<file path="src/rtl/eth_rx_framer.sv">
// -----------------------------------------------------------------------------
// eth_rx_framer
// RMII receive front-end. Samples crs_dv/rxd once per 50 MHz reference clock.
// It hunts for the preamble (01 dibits) and the SFD (11), then forwards the
// frame body (MAC header through FCS) as a dibit stream. CRC32 is checked on
// the fly, and short, long, misaligned or corrupted frames are flagged.
//
// Ports:
//   clk     in   RMII reference clock, one dibit per cycle
//   rst     in   asynchronous active-high reset
//   crs_dv  in   RMII carrier sense / data valid
//   rxd     in   [1:0] receive dibit, LSB-first bit order
//   outclk  out  body dibit valid strobe
//   out     out  [1:0] body dibit
//   done    out  one-cycle pulse at frame end (good or bad)
//   crc_ok  out  qualifies done: residue, length and alignment all good
//   err     out  one-cycle pulse on abort, or with done when crc_ok=0
//   busy    out  high from SFD acceptance until done
//
// Optional feature macro: ETH_RX_STRIP_FCS_EN
//   When defined, body dibits pass through a 16-dibit delay line. Only dibits
//   followed by at least 16 more are forwarded, so the FCS is not emitted
//   (latency 17). Frame checks and done timing do not change.
// -----------------------------------------------------------------------------
module eth_rx_framer #(
    parameter int MIN_PREAMBLE     = 4,
    parameter int MIN_FRAME_DIBITS = 256,
    parameter int MAX_FRAME_DIBITS = 6088,
    parameter int CNT_WIDTH        = 13
) (
    input  logic       clk,
    input  logic       rst,
    input  logic       crs_dv,
    input  logic [1:0] rxd,
    output logic       outclk,
    output logic [1:0] out,
    output logic       done,
    output logic       crc_ok,
    output logic       err,
    output logic       busy
);

    localparam int PCNT_W = $clog2(MIN_PREAMBLE + 1);
    localparam logic [PCNT_W-1:0]    PRE_MIN  = PCNT_W'(MIN_PREAMBLE);
    localparam logic [PCNT_W-1:0]    PCNT_ONE = PCNT_W'(1);
    localparam logic [CNT_WIDTH-1:0] DMIN     = CNT_WIDTH'(MIN_FRAME_DIBITS);
    localparam logic [CNT_WIDTH-1:0] DMAX     = CNT_WIDTH'(MAX_FRAME_DIBITS);
    localparam logic [CNT_WIDTH-1:0] DCNT_ONE = CNT_WIDTH'(1);
    localparam logic [31:0]          CRC_INIT = 32'hffff_ffff;
    localparam logic [31:0]          CRC_RES  = 32'hdebb_20e3;

    typedef enum logic [1:0] {
        ST_IDLE     = 2'd0,
        ST_PREAMBLE = 2'd1,
        ST_BODY     = 2'd2,
        ST_DROP     = 2'd3
    } state_t;

    // Advance the reflected CRC32 (poly edb88320) by one LSB-first dibit.
    function automatic logic [31:0] crc32_dibit(input logic [31:0] crc,
                                                input logic [1:0]  d);
        logic [31:0] c;
        c = crc ^ {30'd0, d};
        for (int i = 0; i < 2; i++) begin
            if (c[0]) begin
                c = (c >> 1) ^ 32'hedb8_8320;
            end else begin
                c = c >> 1;
            end
        end
        return c;
    endfunction

    state_t               state_r, state_s;
    logic [PCNT_W-1:0]    pcnt_r, pcnt_s;
    logic [CNT_WIDTH-1:0] dcnt_r, dcnt_s;
    logic [31:0]          crc_r, crc_s;
    logic                 busy_s, done_s, crc_ok_s, err_s;
    logic                 push_s;      // a body dibit is accepted this cycle
    logic                 good_s;      // frame passes every end-of-frame check
    logic                 fwd_valid_s;
    logic [1:0]           fwd_data_s;

    assign good_s = (crc_r == CRC_RES) && (dcnt_r[1:0] == 2'b00) && (dcnt_r >= DMIN);

    // Next-state, counter, CRC and pulse decode.
    always_comb begin
        state_s  = state_r;
        pcnt_s   = pcnt_r;
        dcnt_s   = dcnt_r;
        crc_s    = crc_r;
        busy_s   = busy;
        done_s   = 1'b0;
        crc_ok_s = 1'b0;
        err_s    = 1'b0;
        push_s   = 1'b0;
        case (state_r)
            ST_IDLE: begin
                if (crs_dv) begin
                    if (rxd == 2'b01) begin
                        state_s = ST_PREAMBLE;
                        pcnt_s  = PCNT_ONE;
                    end else if (rxd == 2'b00) begin
                        state_s = ST_IDLE;
                    end else begin
                        // Carrier without a recognisable preamble: ignore silently.
                        state_s = ST_DROP;
                    end
                end else begin
                    state_s = ST_IDLE;
                end
            end
            ST_PREAMBLE: begin
                if (!crs_dv) begin
                    err_s   = 1'b1;
                    state_s = ST_IDLE;
                end else if (rxd == 2'b01) begin
                    if (pcnt_r < PRE_MIN) begin
                        pcnt_s = pcnt_r + PCNT_ONE;
                    end else begin
                        pcnt_s = pcnt_r;
                    end
                end else if ((rxd == 2'b11) && (pcnt_r >= PRE_MIN)) begin
                    state_s = ST_BODY;
                    crc_s   = CRC_INIT;
                    dcnt_s  = '0;
                    busy_s  = 1'b1;
                end else begin
                    err_s   = 1'b1;
                    state_s = ST_DROP;
                end
            end
            ST_BODY: begin
                if (crs_dv) begin
                    if (dcnt_r == DMAX) begin
                        // Already at the legal maximum, yet more data arrives.
                        done_s  = 1'b1;
                        err_s   = 1'b1;
                        busy_s  = 1'b0;
                        state_s = ST_DROP;
                    end else begin
                        push_s = 1'b1;
                        dcnt_s = dcnt_r + DCNT_ONE;
                        crc_s  = crc32_dibit(crc_r, rxd);
                    end
                end else begin
                    done_s   = 1'b1;
                    crc_ok_s = good_s;
                    err_s    = !good_s;
                    busy_s   = 1'b0;
                    state_s  = ST_IDLE;
                end
            end
            ST_DROP: begin
                if (!crs_dv) begin
                    state_s = ST_IDLE;
                end else begin
                    state_s = ST_DROP;
                end
            end
            default: begin
                state_s = ST_IDLE;
                busy_s  = 1'b0;
            end
        endcase
    end

`ifdef ETH_RX_STRIP_FCS_EN
    logic [31:0] dly_r;    // 16 dibits, oldest in [31:30]
    logic [4:0]  fill_r;
    logic        flush_s;

    // Any done or error pulse ends the frame, so the delay line empties.
    assign flush_s = done_s || err_s;

    // Delay line that holds back the trailing 16 dibits (the FCS).
    always_ff @(posedge clk or posedge rst) begin
        if (rst) begin
            dly_r  <= 32'd0;
            fill_r <= 5'd0;
        end else if (flush_s) begin
            dly_r  <= 32'd0;
            fill_r <= 5'd0;
        end else if (push_s) begin
            dly_r <= {dly_r[29:0], rxd};
            if (fill_r != 5'd16) begin
                fill_r <= fill_r + 5'd1;
            end
        end
    end

    assign fwd_valid_s = push_s && (fill_r == 5'd16);
    assign fwd_data_s  = dly_r[31:30];
`else
    assign fwd_valid_s = push_s;
    assign fwd_data_s  = rxd;
`endif

    // State, counter and CRC registers.
    always_ff @(posedge clk or posedge rst) begin
        if (rst) begin
            state_r <= ST_IDLE;
            pcnt_r  <= '0;
            dcnt_r  <= '0;
            crc_r   <= CRC_INIT;
        end else begin
            state_r <= state_s;
            pcnt_r  <= pcnt_s;
            dcnt_r  <= dcnt_s;
            crc_r   <= crc_s;
        end
    end

    // Registered outputs.
    always_ff @(posedge clk or posedge rst) begin
        if (rst) begin
            outclk <= 1'b0;
            out    <= 2'b00;
            done   <= 1'b0;
            crc_ok <= 1'b0;
            err    <= 1'b0;
            busy   <= 1'b0;
        end else begin
            outclk <= fwd_valid_s;
            out    <= fwd_valid_s ? fwd_data_s : 2'b00;
            done   <= done_s;
            crc_ok <= crc_ok_s;
            err    <= err_s;
            busy   <= busy_s;
        end
    end

endmodule

</file>
<file path="config.mk">
export PLATFORM = sky130hd
export DESIGN_NAME = eth_rx_framer
export DESIGN_NICKNAME = d
export VERILOG_FILES = /design/src/rtl/eth_rx_framer.sv
export SDC_FILE = /design/constraint.sdc
export NUM_CORES = 1
export LEC_CHECK = 0
export CORE_MARGIN = 4
export CORE_UTILIZATION = 35
export DETAILED_ROUTE_END_ITERATION = 10
export PLACE_DENSITY = 0.53
export SLEW_MARGIN = 20
export SYNTH_ARGS = -nofsm -noshare
export SYNTH_HDL_FRONTEND = slang
export SYNTH_SLANG_ARGS = --single-unit
</file>
<file path="constraint.sdc">
create_clock -name clk -period 2.19 [get_ports clk]
set_input_delay 0.3285 -clock clk [delete_from_list [all_inputs] [get_ports clk]]
set_output_delay 0.3285 -clock clk [all_outputs]
set_load 0.1 [all_outputs]
</file>
## Yosys cells after proc, flatten, opt, wreduce, memory -nomap -nowiden

Index checks and enable logic that the tools add are counted.

- $add $sub $neg: 2
- Multipliers: 0
- Divide/modulo/power cells: 0
- Magnitude comparators: 3
- Equal/unequal tests: 18
- Shift-type cells: 0
- Mux-type cells: 53
- Bitwise gates (word level): 3
- Reductions and logical operators: 13

Operators by type and width:

| kind | count |
|---|---|
| 32-bit 2-to-1 mux | 10 |
| 13-bit 2-to-1 mux | 5 |
| 32-bit one-hot mux with 2 select lines | 1 |
| 32-bit == test (second input constant) | 1 |
| 32-bit by 2-bit XOR with 32-bit output | 1 |
| 13-bit inverter with 14-bit output | 2 |
| 13-bit one-hot mux with 2 select lines | 1 |
| 1-bit 2-to-1 mux | 18 |
| 2-bit 2-to-1 mux | 9 |
| 2-bit != test (second input constant) | 9 |
| 3-bit 2-to-1 mux | 5 |
| 13-bit by 1-bit adder with 13-bit output (second input constant) | 1 |
| 13-bit == test (second input constant) | 1 |
| 13-bit by 9-bit greater-or-equal comparator with 1-bit output (second input constant) | 1 |
| 6-bit AND reduction | 2 |
| 2-bit one-hot mux with 4 select lines | 1 |
| 2-bit == test (second input constant) | 3 |
| 2-bit logical NOT | 3 |
| 3-bit != test (second input constant) | 2 |
| 3-bit one-hot mux with 2 select lines | 1 |
| 5-bit AND reduction | 1 |
| 2-bit by 1-bit == test with 1-bit output (second input constant) | 2 |
| 1-bit one-hot mux with 2 select lines | 2 |
| 2-bit nonzero test | 2 |
| other kinds (6) | 8 |

- Bits in registers: 57
- Bits in latches: 0
- RAM bits: 0
- Memory bits (read-only): 0
- Bits of input ports: 5
- Output and inout bits: 7
- Word-level logic and storage cells: 102
- Memories: 0

## Logic depth before layout (Yosys ltp)

Gate-level depths: netlist of the first run.

- Depth in word-level cells: 11
- Gate-level depth with buffers: 9
- Gate-level depth less buffers: 6

## Worst setup path after synthesis of the first run

No wires, ideal clock.

- Kind: flip-flop to flip-flop
- Start: reg state_r[0]
- End: reg dcnt_r[9]
- Setup time: 0.078 ns
- Arrival time: 1.758 ns
- Required time: 2.112 ns
- Setup slack: 0.354 ns
- Cell stages (with the launch flop): 9
- Path buffers: 2
- Clock period less this slack: 1.836 ns
- Cell sequence: dfrtp_1 -> inv_1 -> ha_1 -> buf_2 -> nor2b_1 -> o21ai_1 -> buf_2 -> or4_1 -> a21oi_1

- Longest elaborated chain between the ends: 3
- Elaborated cells on any way between the ends: 10
- Those cells by class: eq/ne: 7; mux: 1; reduce/logical: 2

RTL lines:

| element | RTL line | source |
|---|---|---|
| start: declaration | 74 | `state_t state_r, state_s;` |
| start signal: assignment | 207 | `state_r <= state_s;` |
| 2-bit == test or 2-bit by 1-bit == test with 1-bit output (tied branches) | 97 | `case (state_r)` |
| 2-bit != test (no source line) or 2-bit nonzero test (tied branches) | -- |  |
| 6-bit AND reduction (no source line) | -- |  |
| end signal: assignment | 209 | `dcnt_r <= dcnt_s;` |
| end: declaration | 76 | `logic [CNT_WIDTH-1:0] dcnt_r, dcnt_s;` |

Parallel ways exist; a longest one is shown, timed or not.
A chain may end at the register's enable or synchronous reset.

## Worst setup path in the final report of the first run

- Start: reg dcnt_r[0]
- End: reg err

- Longest elaborated chain between the ends: 6
- Elaborated cells on any way between the ends: 9
- Those cells by class: order compare: 1; eq/ne: 1; mux: 3; reduce/logical: 4

RTL lines:

| element | RTL line | source |
|---|---|---|
| branches (longest 4 deep; another with 13-bit by 9-bit greater-or-equal comparator with 1-bit output) | -- |  |
| 1-bit 2-to-1 mux (*) | 134 | `if (crs_dv) begin` |
| 1-bit one-hot mux with 2 select lines (*) | 97 |  |
| net err_s | 78 | `logic busy_s, done_s, crc_ok_s, err_s;` |
| end signal: assignment | 228 | `err <= err_s;` |
| end: declaration | 39 | `output logic err,` |

Mark *: on every way through the listed nets, which the timed path passes.

==> metrics.md, run 1 <==
| Metric | Value |
|---|---|
| Multi-input logic area | 1450 um^2 |
| Post-synthesis sequential area ratio | 48.2% |
| Post-Syn Area | 3040 um^2 |
| Initial DRC Count | 85 |
| Ys flop type | dfstp_2 |
| Yosys cell types | 54 |
| Post-route ant nets | 0 |
| # Post-CTS Setup Buffers | 0 |
| Die height | 101 um |
| Area delta synth->final | 20.7% |
| DP Cell Count | 424 |
| Worst skew pair latency | 0.34 ns |
| Die area | 10200 um^2 |
| Pre-CTS setup slack | 0.00612 ns |
| DRC violations left | 0 |
| Commonest non-fill, non-tap cell in the layout | buf_4 |
| Commonest cells after routing, fill and taps aside | 34 x buf_4, 32 x dfstp_2, 31 x o21ai_0 |
| Clock sink total | 57 |
| CP Class | register to register |
| Synth top area cells | dfstp_2 28%, dfrtp_1 21%, o22a_1 5.8% |
| Switching Fraction | 35.5% |
| Max rail drop VDD | 0.734 mV |
| Clock Path Buffers | 2 |
| Total grt overflow | 0 |
| Int Power | 3.34 mW |
| Lkg Pwr | 1.48 nW |
| P per Cell Area | 1410 nW/um^2 |
| Initial antenna violation count | 0 |
| FF-to-FF setup slack | 0.09 ns |
| Worst Tran Pin Value | 0.441 ns |
| Net Count, Synth | 307 |
| Gate power share | 39.8% |
| Row count | 33 |
| Switch Pwr | 1.84 mW |
| CP Capture Type | register |
| Vias post-DR | 2312 |
| Power Total | 5.18 mW |
| Proportion of layout cells with a drive suffix above 1 | 29.0% |
| Nets@finish | 342 |
| Final setup violation count | 0 |
| WP data arrival | 2.32 ns |
| EDFF count, synth | 0 |
| Initial Util | 36.5% |
| H-Tree Depth | 3 |
| Pin count of the biggest net entering global routing | 24 |
| Average size of a mapped cell | 10.3 um^2 |
| Synth Warn # | 0 |
| Register clock-pin slew on the reported worst setup and hold paths | 0.07 ns |
| Fin worst setup slack | 0.0947 ns |
| RD Place Congestion | 0.770 |
| DIE WIDTH | 101 um |
| Worst min-delay path class | register to register |
| Final period util | 95.7% |
| Flop pwr share | 38.0% |
| Diodes inserted | 0 |
| Startpoint class of the critical path | register |
| Post-Syn Instances | 295 |
| Post-DR vias/cell | 5.25 |
| Synth top area share | 27.6% |
| Hpwl dp | 4890 um |
| Post-CTS resize count | 0 |
| Max Clock Skew | 0.00548 ns |
| Input/output buffers | 11 |
| Routed len/inst | 16.3 um |
| Final worst path period need | 2.10 ns |
| Async SR Flop Fraction | 100% |
| Non-Filler Instances | 440 |
| Max Slew Vio Count | 0 |
| Vias in the first global route | 2295 |
| FMAX | 0.477 GHz |
| Area leader, netlist | dfstp_2 |
| Seq. cell area | 1470 um^2 |
| First-pass iteration count of the detailed router | 4 |
| Rel. slew slack | 70.6% |
| CP required | 2.42 ns |
| CTS tree | yes |
| Outcome | finished, final reports clean |
| Number of synthesized register bits | 57 |
| Total of max-cap violations | 0 |
| Fillcell total | 794 |
| CTS root buffer | clkbuf_8 |
| Routed wire length | 7160 um |
| Core footprint | 8340 um^2 |
| Layout Utilization | 44.0% |
| CP Max Fanout | 2 |
| Post-cts hold buffer count | 0 |
| Clock network fraction of total power | 22.2% |
| Top Ports | 12 |
| Final Hold Fails | 0 |
| First-pass GRT wire length | 12100 um |
| Tot GR Track Use | 15.1% |
| CTS Buf Count | 9 |
==> state kept, by name (all words and copies together) (netlist names) <==
register  count
crc_r        32
dcnt_r       13
pcnt_r        3
out           2
state_r       2
busy          1
crc_ok        1
done          1
err           1
outclk        1
==> stage by stage <==
stage / setup TNS [ns] / instance area, um^2 / hold slack (ns)
CTS: 0 / 3670 / 0.512
global placement: 0 / 3440 / 0.495
floorplan: 0 / 3040 / 0.477
detailed placement: 0 / 3440 / 0.504
global route: -0.0247 / 3670 / 0.530
finish: 0 / 3670 / 0.513
==> power groups by stage <==
stage	Combinational, mW	Sequential (mW)	Clock, mW
floorplan	1.35	2.05	0
global placement	2.05	1.98	0
detailed placement	2.07	1.99	0
CTS	2.08	1.97	1.19
global route	2.30	2.03	1.22
finish	2.06	1.97	1.15
==> cell families after synthesis <==
| logic type | Yosys count | share of synthesized area, % |
|---|---|---|
| buffers and inverters | 29 | 4.52 |
| adders and majority gates | 7 | 2.88 |
| DFF | 57 | 48.2 |
| and+or+nand+nor | 91 | 17.2 |
| AOI/OAI and AO/OA | 85 | 18.8 |
| xor gates and xnor gates | 22 | 7.07 |
| muxes | 4 | 1.36 |
==> cell type report <==
| type | count | area share, % |
|---|---|---|
| inverter | 12 | 1.23 |
| clock inverter | 4 | 2.01 |
| timing repair buffer | 41 | 9.68 |
| sequential | 57 | 39.9 |
| clock buffer | 12 | 4.22 |
| multi-input combinational | 209 | 39.4 |
| tap | 105 | 3.58 |
==> critical path, stage by stage, from the launching register on <==
cell and delay [ns]:
dfrtp_1 0.38, inv_1 0.08, ha_1 0.17, or4b_1 0.48, nor4_2 0.32, buf_4 0.16, o2111ai_1 0.13, a31o_1 0.26
==> worst paths after layout <==
| check | to | cells past startpoint | start |
|---|---|---|---|
| worst max-delay path | err | 7 | dcnt_r[0] |
| min in group asynchronous | crc_r[30] | 2 | rst |
| worst max register to register | err | 7 | dcnt_r[0] |
| max in group asynchronous | crc_r[0] | 3 | rst |
| worst min-delay path | crc_r[4] | 2 | crc_r[4] |
| worst min register to register | crc_r[4] | 2 | crc_r[4] |
==> cell usage after synthesis, types with 2 or more instances <==
master    number
and3_1         3
nor4_1         3
dfstp_2       32
nand4_1        3
o22ai_1        2
and2_1         2
dfrtp_1       25
nand3_1       13
or4_1          8
inv_1         11
buf_4          2
o21ai_0       31
o311ai_1       2
nor3_1         2
o31ai_1        6
and4_1         2
buf_2          9
or3_1          2
ha_1           7
nand4b_1       3
a22o_1         2
nor2_1        20
o21ai_1        2
xnor2_2        3
mux2i_1        3
or4b_1         2
nand2b_1       4
clkbuf_1       5
nand2_1       13
o22a_1        20
a21oi_1       11
or2_2          2
xnor2_1       19
==> metal layers <==
layer | track usage [%] | part of all wire [%] | vias to the layer above
met1 | 21.3 | 50 | 1118
met2 | 22.9 | 46 | 29
met3 | 3.37 | 2.7 | 5
met5 | 0 | 0 | -
li1 | - | - | 1160
met4 | 5.52 | 0.98 | 0
Note: power is estimated with default switching activity, not from simulation.
==> inputs of run 2 (changes only) <==
--- a/config.mk
+++ b/config.mk
@@ -7,6 +7,7 @@
 export LEC_CHECK = 0
 export CORE_MARGIN = 4
 export CORE_UTILIZATION = 35
+export CTS_CLUSTER_SIZE = 12
 export DETAILED_ROUTE_END_ITERATION = 10
 export PLACE_DENSITY = 0.53
 export SLEW_MARGIN = 20
==> results of run 2 <==
Final layout, timing and power as in run 1 (identical DEF).
==> inputs of run 3 (changes only) <==
--- a/config.mk
+++ b/config.mk
@@ -5,11 +5,12 @@
 export SDC_FILE = /design/constraint.sdc
 export NUM_CORES = 1
 export LEC_CHECK = 0
+export ABC_CLOCK_PERIOD_IN_PS = 2190
 export CORE_MARGIN = 4
-export CORE_UTILIZATION = 35
+export CORE_UTILIZATION = 46
 export CTS_CLUSTER_SIZE = 12
 export DETAILED_ROUTE_END_ITERATION = 10
-export PLACE_DENSITY = 0.53
+export PLACE_DENSITY = 0.65
 export SLEW_MARGIN = 20
 export SYNTH_ARGS = -nofsm -noshare
 export SYNTH_HDL_FRONTEND = slang
==> metrics.md, run 3 (same netlist as run 1, synthesis figures left out) <==
| Metric | Value |
|---|---|
| Routed len/inst | 17.0 um (+4.6%) |
| Max reg flops | 32 (unchanged) |
| Reg2reg start | crc_r[21] |
| Vias in the first global route | 2384 (+3.9%) |
| DIE WIDTH | 89.3 um (-12%) |
| Die area | 7980 um^2 (-22%) |
| FMAX | 0.480 GHz (+0.65%) |
| Diodes inserted | 0 (unchanged) |
| CTS root buffer | clkbuf_8 |
| Post-route ant nets | 0 (unchanged) |
| Outcome | finished, final reports clean |
| Max Slew Vio Count | 0 (unchanged) |
| Max rail drop VDD | 0.880 mV (+20%) |
| CTS tree | yes |
| Rel. slew slack | 72.5% (+2.0 points) |
| Max Clock Skew | 0.00619 ns (+0.000705 ns) |
| Post-DR vias/cell | 5.83 (+11%) |
| Commonest non-fill, non-tap cell in the layout | dfstp_2 |
| Non-Filler Instances | 408 (-7.3%) |
| Initial DRC Count | 94 (+11%) |
| Post-CTS resize count | 0 (unchanged) |
| Worst Tran Pin Value | 0.410 ns (-0.0303 ns) |
| Final Hold Fails | 0 (unchanged) |
| Top Ports | 12 (unchanged) |
| Core footprint | 6390 um^2 (-23%) |
| WP data arrival | 2.31 ns (about the same) |
| Fin worst setup slack | 0.108 ns (+0.0135 ns) |
| Critical Path, Cell by Cell | or4b_2, nor4_2, buf_4, o2111ai_1, a31o_1 |
| Total grt overflow | 0 (unchanged) |
| Setup tns final | 0 ns (unchanged) |
| CP Max Fanout | 3 (+1) |
| Final worst path period need | 2.08 ns (-0.0135 ns) |
| CP required | 2.42 ns (about the same) |
| First-pass iteration count of the detailed router | 4 (unchanged) |
| RD Place Congestion | 0.820 (+6.4%) |
| Critical path launch point | crc_r[21] |
| Reg with most FFs | crc_r |
| Vias post-DR | 2378 (+2.9%) |
| Final period util | 95.1% (-0.62 points) |
| Clock sink total | 57 (unchanged) |
| H-Tree Depth | 3 (unchanged) |
| Area delta synth->final | 17.7% |
| Initial antenna violation count | 0 (unchanged) |
| DP Cell Count | 392 (-7.5%) |
| Final setup violation count | 0 (unchanged) |
| CP Class | register to register |
| Top flop regs | crc_r (32), dcnt_r (13), pcnt_r (3) |
| P per Cell Area | 1410 nW/um^2 (-0.27%) |
| Commonest cells after routing, fill and taps aside | 32 x dfstp_2, 31 x o21ai_0, 31 x buf_4 |
| Input/output buffers | 11 (unchanged) |
| CP Capture Type | register |
| # Post-CTS Setup Buffers | 0 (unchanged) |
| Post-cts hold buffer count | 0 (unchanged) |
| CP Buf/Inv Count | 1 (-1) |
| Lkg Pwr | 1.45 nW (-2.0%) |
| Worst skew pair latency | 0.34 ns (about the same) |
| First-pass GRT wire length | 11800 um (-2.5%) |
| Proportion of layout cells with a drive suffix above 1 | 28.4% (-0.56 points) |
| Die height | 89.3 um (-12%) |
| Tot GR Track Use | 19.6% (+4.5 points) |
| CTS Buf Count | 9 (unchanged) |
| CP top delay family | simple AND/OR/NAND/NOR gates |
| Nets@finish | 338 (-1.2%) |
| Pin count of the biggest net entering global routing | 31 (+29%) |
| Pre-CTS setup slack | 0.0412 ns (+0.0350 ns) |
| Slowest CP cell | or4b_2 |
| Startpoint class of the critical path | register |
| Row count | 29 (-12%) |
| Layout Utilization | 56.1% (+12 points) |
| Unrepaired setup endpoints after global routing | false |
| Register clock-pin slew on the reported worst setup and hold paths | 0.06 ns (about the same) |
| Total of max-cap violations | 0 (unchanged) |
| Clock Path Buffers | 2 (unchanged) |
| Worst min-delay path class | primary input to async pin |
| DRC violations left | 0 (unchanged) |
| Slowest stage delay, CP | 0.60 ns (+0.12 ns) |
| Initial Util | 47.6% (+11 points) |
| Fillcell total | 551 (-31%) |
| Hpwl dp | 4770 um (-2.5%) |
| Routed wire length | 6940 um (-3.0%) |
-- run 3: cell count changes in the layout (fill, tap and decap cells not counted), sizes merged --
cell      previous run  this run
buf                 37        33
clkbuf              12        14
inv                 12        11
clkinv               1         2
bufinv               2         1
clkinvlp             1         0
-- run 3: path summary, 6_finish.rpt --
path | slack, ns | to | cells past startpoint
max reg2reg | 0.11 | err | 5
min | 0.29 | pcnt_r[2] | 2
max | 0.11 | err | 5
min in group clk | 0.50 | crc_r[21] | 2
min reg2reg | 0.50 | crc_r[21] | 2
max in group asynchronous | 1.33 | crc_r[24] | 3
-- run 3: area by class of cell --
| cell class | instances | area (um^2) | area share (%) |
|---|---|---|---|
| flip-flops and latches | 57 | 1470 | 41.0 |
| multi-input cells | 209 | 1450 | 40.6 |
| repair buffers | 37 | 313 | 8.74 |
| clock buffers | 14 | 173 | 4.82 |
| well taps | 77 | 96.3 | 2.69 |
| inverters | 12 | 45.0 | 1.26 |
| clock inverters | 2 | 35.0 | 0.978 |
-- run 3: per-layer routing --
metal | part of all wire (%) | track usage (%)
met2 | 49 | 31.7
met3 | 4.3 | 4.70
met5 | 0 | 0
met4 | 0.94 | 6.90
met1 | 46 | 25.8
-- run 3: report_power, final --
part | switching, mW | internal, mW
clock | 0.407 | 0.617
combinational | 1.07 | 0.958
sequential | 0.343 | 1.64
-- run 3: worst register-to-register path, delay by kind of cell (launching register included) --
kind | cells | cell delay, ns
AOI/OAI and AO/OA | 2 | 0.41
buffers and inverters | 1 | 0.15
DFF | 1 | 0.54
and+or+nand+nor | 2 | 0.88
-- run 3: stage by stage --
stage               hold slack (ns)  power, mW  area [um^2]
global route                  0.323       5.38         3580
floorplan                     0.477       3.40         3040
CTS                           0.293       5.06         3570
global placement              0.493       3.96         3360
finish                        0.286       5.04         3580
detailed placement            0.500       4.00         3360
